===== config.mk =====
export PLATFORM = sky130hd
export DESIGN_NAME = calc_sequencer_flat
export DESIGN_NICKNAME = d
export VERILOG_FILES = /design/src/rtl/calc_sequencer_if.sv /design/src/rtl/calc_sequencer.sv /design/src/flat_wrapper.sv
export SDC_FILE = /design/constraint.sdc
export NUM_CORES = 1
export LEC_CHECK = 0
export BUFFER_PORTS_ARGS = -buffer_cell sky130_fd_sc_hd__buf_4
export CORE_MARGIN = 8
export CORE_UTILIZATION = 55
export DETAILED_ROUTE_END_ITERATION = 10
export MAX_ROUTING_LAYER = met4
export PLACE_DENSITY = 0.73
export SETUP_SLACK_MARGIN = 0.1
export SYNTH_ARGS = -nofsm -noshare
export SYNTH_HDL_FRONTEND = slang
export SYNTH_SLANG_ARGS = --single-unit

===== constraint.sdc =====
create_clock -name CLK -period 3.3 [get_ports CLK]
set_clock_uncertainty 0.2 [all_clocks]
set_input_delay 0.495 -clock CLK [delete_from_list [all_inputs] [get_ports CLK]]
set_output_delay 0.495 -clock CLK [all_outputs]
set_load 0.1 [all_outputs]

===== src/rtl/calc_sequencer_if.sv =====
// Operand/result bus of the TRISC calculator sequencer.
// The front end is the master and the sequencer is the slave.
// Optional macro CALC_OVF_FLAG_EN adds the ovf result flag.
//
// Handshake: an operand moves on a rising CLK edge only when
// din_valid and din_ready are both high in that cycle. din_ready
// does not depend on din_valid. The master holds din stable
// while din_valid is high and din_ready is low.
interface calc_sequencer_if #(parameter int N = 8);
  logic         start;
  logic [2:0]   op;
  logic [N-1:0] din;
  logic         din_valid;
  logic         din_ready;
  logic         busy;
  logic [N-1:0] result;
  logic         carry;
  logic         result_valid;
`ifdef CALC_OVF_FLAG_EN
  logic         ovf;
`endif

  modport master (
    output start, op, din, din_valid,
    input  din_ready, busy, result, carry, result_valid
`ifdef CALC_OVF_FLAG_EN
    , input ovf
`endif
  );

  modport slave (
    input  start, op, din, din_valid,
    output din_ready, busy, result, carry, result_valid
`ifdef CALC_OVF_FLAG_EN
    , output ovf
`endif
  );
endinterface


===== src/rtl/calc_sequencer.sv =====
// Operand/result sequencer for the TRISC calculator datapath.
// Collects an opcode and then operands A and B over the bus. It executes
// the op: single-cycle ALU ops, or an N-cycle shift-add multiply. It then
// loads result/carry and pulses result_valid for one cycle.
// Optional macro CALC_OVF_FLAG_EN adds a registered signed-overflow flag.
// o_dbg_state exposes the FSM state for observation.
module calc_sequencer #(
  parameter int N = 8
) (
  input  logic                CLK,
  input  logic                CLR,
  calc_sequencer_if.slave     bus,
  output logic [2:0]          o_dbg_state
);

  localparam int CW = $clog2(N + 1);

  localparam logic [2:0] OP_ADD = 3'd0;
  localparam logic [2:0] OP_SUB = 3'd1;
  localparam logic [2:0] OP_AND = 3'd2;
  localparam logic [2:0] OP_OR  = 3'd3;
  localparam logic [2:0] OP_XOR = 3'd4;
  localparam logic [2:0] OP_SHL = 3'd5;
  localparam logic [2:0] OP_SHR = 3'd6;
  localparam logic [2:0] OP_MUL = 3'd7;

  typedef enum logic [2:0] {
    S_IDLE  = 3'd0,
    S_GET_A = 3'd1,
    S_GET_B = 3'd2,
    S_EXEC  = 3'd3,
    S_DONE  = 3'd4
  } state_t;

  state_t           r_state;
  logic [2:0]       r_op;
  logic [N-1:0]     r_a;
  logic [N-1:0]     r_b;
  logic [N-1:0]     r_result;
  logic             r_carry;
  logic             r_valid;
  logic             r_ready;
  logic             r_busy;
  logic [CW-1:0]    r_cnt;
  logic [2*N-1:0]   r_acc;
  logic [2*N-1:0]   r_mcand;
  logic [N-1:0]     r_mplier;
`ifdef CALC_OVF_FLAG_EN
  logic             r_ovf;
  logic             w_ovf;
`endif

  logic [N:0]       w_sum;
  logic [N:0]       w_diff;
  logic [N-1:0]     w_res;
  logic             w_cy;
  logic [2*N-1:0]   w_acc_next;

  assign w_sum      = {1'b0, r_a} + {1'b0, r_b};
  assign w_diff     = {1'b0, r_a} - {1'b0, r_b};
  assign w_acc_next = r_acc + (r_mplier[0] ? r_mcand : '0);

  // Single-cycle ALU result and carry for every non-multiply op
  always_comb begin
    w_res = '0;
    w_cy  = 1'b0;
    case (r_op)
      OP_ADD: begin w_res = w_sum[N-1:0];  w_cy = w_sum[N];  end
      OP_SUB: begin w_res = w_diff[N-1:0]; w_cy = w_diff[N]; end
      OP_AND: w_res = r_a & r_b;
      OP_OR:  w_res = r_a | r_b;
      OP_XOR: w_res = r_a ^ r_b;
      OP_SHL: begin w_res = {r_a[N-2:0], 1'b0}; w_cy = r_a[N-1]; end
      OP_SHR: begin w_res = {1'b0, r_a[N-1:1]}; w_cy = r_a[0];   end
      default: begin w_res = '0; w_cy = 1'b0; end
    endcase
  end

`ifdef CALC_OVF_FLAG_EN
  // Two's-complement overflow for ADD, SUB and SHL1; zero otherwise
  always_comb begin
    w_ovf = 1'b0;
    case (r_op)
      OP_ADD: w_ovf = (r_a[N-1] == r_b[N-1]) && (w_sum[N-1] != r_a[N-1]);
      OP_SUB: w_ovf = (r_a[N-1] != r_b[N-1]) && (w_diff[N-1] != r_a[N-1]);
      OP_SHL: w_ovf = r_a[N-1] ^ r_a[N-2];
      default: w_ovf = 1'b0;
    endcase
  end
`endif

  // Sequencer FSM: operand capture, execution and registered outputs
  always_ff @(posedge CLK or negedge CLR) begin
    if (!CLR) begin
      r_state  <= S_IDLE;
      r_op     <= '0;
      r_a      <= '0;
      r_b      <= '0;
      r_result <= '0;
      r_carry  <= 1'b0;
      r_valid  <= 1'b0;
      r_ready  <= 1'b0;
      r_busy   <= 1'b0;
      r_cnt    <= '0;
      r_acc    <= '0;
      r_mcand  <= '0;
      r_mplier <= '0;
`ifdef CALC_OVF_FLAG_EN
      r_ovf    <= 1'b0;
`endif
    end else begin
      r_valid <= 1'b0;
      case (r_state)
        S_IDLE: begin
          if (bus.start) begin
            r_op    <= bus.op;
            r_ready <= 1'b1;
            r_busy  <= 1'b1;
            r_state <= S_GET_A;
          end
        end
        S_GET_A: begin
          if (bus.din_valid && r_ready) begin
            r_a     <= bus.din;
            r_state <= S_GET_B;
          end
        end
        S_GET_B: begin
          if (bus.din_valid && r_ready) begin
            r_b     <= bus.din;
            r_ready <= 1'b0;
            r_state <= S_EXEC;
            if (r_op == OP_MUL) begin
              r_acc    <= '0;
              r_cnt    <= CW'(N);
              r_mcand  <= {{N{1'b0}}, r_a};
              r_mplier <= bus.din;
            end
          end
        end
        S_EXEC: begin
          if (r_op == OP_MUL) begin
            // One multiplier bit per cycle, LSB first; last step loads result
            r_acc    <= w_acc_next;
            r_mcand  <= r_mcand << 1;
            r_mplier <= r_mplier >> 1;
            r_cnt    <= r_cnt - CW'(1);
            if (r_cnt == CW'(1)) begin
              r_result <= w_acc_next[N-1:0];
              r_carry  <= |w_acc_next[2*N-1:N];
`ifdef CALC_OVF_FLAG_EN
              r_ovf    <= 1'b0;
`endif
              r_valid  <= 1'b1;
              r_state  <= S_DONE;
            end
          end else begin
            r_result <= w_res;
            r_carry  <= w_cy;
`ifdef CALC_OVF_FLAG_EN
            r_ovf    <= w_ovf;
`endif
            r_valid  <= 1'b1;
            r_state  <= S_DONE;
          end
        end
        S_DONE: begin
          r_busy  <= 1'b0;
          r_state <= S_IDLE;
        end
        default: begin
          r_ready <= 1'b0;
          r_busy  <= 1'b0;
          r_state <= S_IDLE;
        end
      endcase
    end
  end

  assign bus.din_ready    = r_ready;
  assign bus.busy         = r_busy;
  assign bus.result       = r_result;
  assign bus.carry        = r_carry;
  assign bus.result_valid = r_valid;
`ifdef CALC_OVF_FLAG_EN
  assign bus.ovf          = r_ovf;
`endif
  assign o_dbg_state      = r_state;

endmodule


===== src/flat_wrapper.sv =====
// flat-port wrapper written by rule: the top's interface ports become plain ports
module calc_sequencer_flat 
#(
  parameter int N = 8
)
  (CLK, CLR, o_dbg_state, bus_start, bus_op, bus_din, bus_din_valid, bus_din_ready, bus_busy, bus_result, bus_carry, bus_result_valid);
  calc_sequencer_if #(.N(N)) bus_i ();
  input  logic CLK;
  input  logic CLR;
  output logic [2:0] o_dbg_state;
  input wire logic [$bits(bus_i.start)-1:0] bus_start;
  input wire logic [$bits(bus_i.op)-1:0] bus_op;
  input wire logic [$bits(bus_i.din)-1:0] bus_din;
  input wire logic [$bits(bus_i.din_valid)-1:0] bus_din_valid;
  output wire logic [$bits(bus_i.din_ready)-1:0] bus_din_ready;
  output wire logic [$bits(bus_i.busy)-1:0] bus_busy;
  output wire logic [$bits(bus_i.result)-1:0] bus_result;
  output wire logic [$bits(bus_i.carry)-1:0] bus_carry;
  output wire logic [$bits(bus_i.result_valid)-1:0] bus_result_valid;
  assign bus_i.start = bus_start;
  assign bus_i.op = bus_op;
  assign bus_i.din = bus_din;
  assign bus_i.din_valid = bus_din_valid;
  assign bus_din_ready = bus_i.din_ready;
  assign bus_busy = bus_i.busy;
  assign bus_result = bus_i.result;
  assign bus_carry = bus_i.carry;
  assign bus_result_valid = bus_i.result_valid;
  calc_sequencer #(.N(N)) u_core (.CLK(CLK), .CLR(CLR), .bus(bus_i), .o_dbg_state(o_dbg_state));
endmodule

Yosys cells after proc, flatten, opt, wreduce, memory -nomap -nowiden:

Index checks and enable logic that the tools add are counted.

* flip-flop bits (word level): 78
* input bits: 15

* $add $sub $neg: 4
* equality and inequality tests: 19
* multiplexer cells: 36
* bitwise gates (word level): 5
* reduce and logical (&&, ||, !) cells: 15

Operators by type and width (count)
* two-way mux 16 bit: 7
* case mux 16 bit (2 select lines): 2
* case mux 8 bit (7 select lines): 1
* two-way mux 8 bit: 5
* adder 16 bit: 1
* case mux 8 bit (2 select lines): 1
* == test 3 bit (second input constant): 5
* two-way mux 3 bit: 5
* == test 3 x 2 -> 1 bit (second input constant): 4
* two-way mux 4 bit: 3
* case mux 3 bit (4 select lines): 1
* AND reduction 2 bit: 5
* adder 8 x 8 -> 9 bit: 1
* subtractor 8 x 8 -> 9 bit: 1
* bitwise AND 8 bit: 1
* inequality test 2 x 1 -> 1 bit (second input constant): 4
* bitwise OR 8 bit: 1
* case mux 4 bit (2 select lines): 1
* AND reduction 4 bit: 2
* OR reduction 8 bit: 1
* XOR 8 bit: 1
* two-way mux 1 bit: 7
* == test 3 x 1 -> 1 bit (second input constant): 2
* zero test 3 bit: 2
* 12 further kinds: 15

Depth between registers and ports, before layout:

* word-level depth: 5
* depth in mapped cells: 11
* gate-level depth less buffers: 11

Worst setup path before layout:

OpenSTA, ideal clock, no wires.

* kind: register to register
* from: reg u_core.r_state[1] (netlist: u_core.o_dbg_state[1])
* to: reg u_core.r_carry (netlist: u_core.bus.carry)
* library setup time: 0.131 ns
* arrival time: 2.574 ns
* required time: 2.969 ns
* slack: 0.395 ns
* cell stages (with the launch flop): 11
* path buffers: 2
* period minus slack after synthesis: 2.905 ns
* cell sequence: dfrtp_1 buf_4 and2b_2 nand2_4 or2_1 buf_6 clkinv_4 o211ai_4 a2111oi_2 and4_1 a31oi_1

* cells in the longest elaborated chain, start to end: 2

Ends and longest elaborated chain
* start: declaration: RTL line calc_sequencer.sv:35 `state_t r_state;`
* start signal: assignment: RTL line calc_sequencer.sv:95 `r_state <= S_IDLE;`
* start signal: assignment: RTL line calc_sequencer.sv:119 `r_state <= S_GET_A;`
* start signal: assignment: RTL line calc_sequencer.sv:125 `r_state <= S_GET_B;`
* == test 3 x 2 -> 1 bit: RTL line calc_sequencer.sv:113 `case (r_state)`
* AND reduction 2 bit (no line)
* end signal: assignment: RTL line calc_sequencer.sv:150 `r_carry <= |w_acc_next[2*N-1:N];`
* end signal: assignment: RTL line calc_sequencer.sv:159 `r_carry <= w_cy;`
* end: declaration: RTL line calc_sequencer.sv:40 `logic r_carry;`

No other way between the ends.
A chain may end at the register's enable or synchronous reset.

Worst setup path in the final report:

* from: reg u_core.r_mplier[0]
* to: reg u_core.r_carry (netlist: u_core.bus.carry)

* cells in the longest elaborated chain, start to end: 5

Ends and longest elaborated chain
* start: declaration: RTL line calc_sequencer.sv:47 `logic [N-1:0] r_mplier;`
* start signal: assignment: RTL line calc_sequencer.sv:137 `r_mplier <= bus.din;`
* start signal: assignment: RTL line calc_sequencer.sv:146 `r_mplier <= r_mplier >> 1;`
* two-way mux 16 bit: RTL line calc_sequencer.sv:61 `assign w_acc_next = r_acc + (r_mplier[0] ? r_mcand : '0);`
* adder 16 bit: RTL line calc_sequencer.sv:61
* OR reduction 8 bit: RTL line calc_sequencer.sv:150
* two-way mux 1 bit: RTL line calc_sequencer.sv:148 `if (r_cnt == CW'(1)) begin`
* two-way mux 1 bit: RTL line calc_sequencer.sv:142 `if (r_op == OP_MUL) begin`

No other way between the ends. The select of a mux whose other input is x is not followed.

==> impl_metrics.yaml <==
sta:
  max_freq_ghz: 0.325
  tns_ps: 0
  setup_viol: 0
  tightest_slew_ps: 1010
  fin_ws_ps: 222
  rsz0062_at_grt: "false"
  post-route-period-util_pct: 93.3
  slew_violations: 0
  period_minus_slack_ps: 3080
  worst_hold_slack_ps: 63.9
  hold_viol: 0
  max_slew_margin_pct: 32.7
global_routing:
  antenna_found_initial: 0
  grt.total_usage_pct: 22.1
  grt-ovfl-total: 0
  grt_max_degree: 79
  grt_pass1_wl_um: 22100
  grt_pass1_vias: 4233
synthesis:
  synth_largest_area_cell: "dfrtp_1"
  synthCells: 575
  yosysMostFrequentCell: "dfrtp_1"
  synth_edf_count: 0
  synth-seq-cells: 78
  ys_types: 68
  netlist_area_um2: 5260
  syn_avg_cell_area_um2: 9.15
  synth_seq_area_share_pct: 37.1
  yosys-top-cells-area: "dfrtp_1 37%, ha_1 10%, o21ai_0 4.9%"
  yosys_warnings: 0
  synth_nets: 636
  yosysTopAreaCellShare_pct: 37.1
  ys.flop_type: "dfrtp_1"
  synth_commonest_cells: "78 x dfrtp_1, 58 x nand2_1, 52 x o21ai_0"
  ys_async_sr_fraction_pct: 100
setup_path:
  reg2reg_to: "u_core.bus.carry$_DFFE_PN0P_"
  crit_required_ps: 3330
  reg2reg_depth: 10
  start_kind: "flip-flop"
  worstPathArrival_ps: 3110
  regToRegStartpoint: "u_core.r_mplier[0]$_DFFE_PN0P_"
  r2r_slack_ps: 220
  end_kind: "flip-flop"
  crit_type: "flip-flop to flip-flop"
  cp_max_fo: 10
placement:
  hpwl_um: 9810
  gp_congestion: 0.927
  port_buffers: 29
  post-place-ws_ps: 251
routing:
  drc: 0
  firstDrtPassIters: 5
  drt-wirelength-per-cell_um: 18.4
  antenna_left: 0
  routed_wl_um: 13500
  via_per_inst: 6.06
  vias: 4439
  first_iter_violations: 311
layout:
  area_growth_pct: 10.3
  num-nets-final: 659
  fillers: 827
  antennaDiodeCount: 0
  finalCoreUtilization_pct: 62.5
  drive_gt1_share_pct: 12.1
cts:
  cts_tree: "yes"
  cts.path.max_buffers: 2
  cts_sinks: 78
  clkTransAtPathRegs_ps: 90
  insertion_delay_ps: 360
  cts_root_buf: "clkbuf_8"
  htree_num_levels: 3
  cts_setup_buffers: 0
  numCtsBuffers: 9
floorplan:
  die_x_um: 114
  dieArea_um2: 13000
  row_count: 35
  chipHeight_um: 114
  ios: 30
  core_area_um2: 9280
  initial_core_util_pct: 56.7
status:
  run_status: "complete, no violations"
pwr:
  ir_drop_v: 0.000830
  power_density_nw_per_um2: 989
  leakagePower_uw: 0.00280
hold_path:
  hp-class: "primary input to asynchronous set/reset pin"
job:
  maxCapViolCount: 0
per-stage QoR:
| step | total power [uW] | std cells | cell area (um2) |
|---|---|---|---|
| after floorplan | 4120 | 575 | 5260 |
| after global placement | 4860 | 716 | 5600 |
| after detailed placement | 4940 | 716 | 5600 |
| after CTS | 5700 | 732 | 5790 |
| after global routing | 6140 | 732 | 5800 |
| final | 5740 | 732 | 5800 |
worst max-delay path by stage:
stage,endpoint,startpoint,slack (ps),depth (start not counted)
final,u_core.bus.carry$_DFFE_PN0P_,u_core.r_mplier[0]$_DFFE_PN0P_,220,10
after global routing,u_core.bus.carry$_DFFE_PN0P_,u_core.r_mplier[0]$_DFFE_PN0P_,70,10
after CTS,u_core.bus.carry$_DFFE_PN0P_,u_core.r_mplier[0]$_DFFE_PN0P_,210,10
after detailed placement,u_core.bus.carry$_DFFE_PN0P_,u_core.r_mplier[0]$_DFFE_PN0P_,250,10
after global placement,u_core.bus.carry$_DFFE_PN0P_,u_core.r_mplier[0]$_DFFE_PN0P_,350,10
after floorplan,u_core.bus.carry$_DFFE_PN0P_,u_core.o_dbg_state[1]$_DFFE_PN0P_,390,10
sequential cells by signal, indices dropped and copies added (netlist names):
| name | cells |
|---|---|
| u_core.bus.busy | 1 |
| u_core.bus.carry | 1 |
| u_core.bus.din_ready | 1 |
| u_core.bus.result | 8 |
| u_core.bus.result_valid | 1 |
| u_core.o_dbg_state | 3 |
| u_core.r_a | 8 |
| u_core.r_acc | 16 |
| u_core.r_b | 8 |
| u_core.r_cnt | 4 |
| u_core.r_mcand | 16 |
| u_core.r_mplier | 8 |
| u_core.r_op | 3 |
metal layers:
metal | part of all wire [%] | GRT usage (%) | vias up | routed length, um
li1 | - | - | 2115 | -
met1 | 49 | 30.9 | 2168 | 6650
met2 | 44 | 32.0 | 136 | 5950
met3 | 4.9 | 2.91 | 20 | 658
met4 | 1.7 | 7.72 | 0 | 223
met5 | 0 | - | - | 0
final cells by class:
cell class / count / area [um2] / area share, %
timing repair buffer: 39 / 293 / 5.05
inverter: 36 / 140 / 2.41
multi-input combinational: 434 / 3060 / 52.7
clock inverter: 6 / 70.1 / 1.21
clock buffer: 10 / 128 / 2.20
tap: 129 / 161 / 2.78
sequential: 78 / 1950 / 33.6
worst max-delay path, stage by stage (launching register included):
cell and delay (ps):
dfrtp_1 480, and2_1 190, ha_1 240, fa_1 450
a21oi_1 210, o21ai_1 160, a2111oi_1 440, nor3_1 130
xnor2_1 170, and4_1 200, a31oi_1 80
what timing repair did:
item / CTS / global route
hold buffers: 0 / 0
gates resized for setup: 0 / 3
setup endpoints to repair: 0 / 2
cells by family after synthesis:
| group | count (synthesis) | share of synthesized area (%) |
|---|---|---|
| and+or+nand+nor | 162 | 14.9 |
| AOI/OAI and AO/OA | 173 | 21.6 |
| buffers and inverters | 63 | 4.95 |
| xor gates and xnor gates | 20 | 3.33 |
| DFF | 78 | 37.1 |
| adders and majority gates | 46 | 11.4 |
| muxes | 33 | 6.75 |
placed cells by master, fill, tap and decap left out, types with 7 or more instances in the layout:
cell type,netlist,final
xor2_1,7,7
mux2_2,10,10
inv_1,34,34
a21oi_1,30,30
and2_1,17,17
dfrtp_1,78,78
buf_4,1,39
nor2_1,32,32
xnor2_1,13,13
a31oi_1,10,10
mux2i_1,22,22
o21ai_0,52,52
o22ai_1,8,8
clkbuf_8,0,9
nor3_1,15,15
nand2_1,58,58
a22o_1,22,22
ha_1,43,43
report_power, final:
part           internal, uW  switching (uW)
clock                   356             390
combinational          1190            2190
sequential             1280             332
total                  2830            2910
Power figures use the tool's default switching activity.
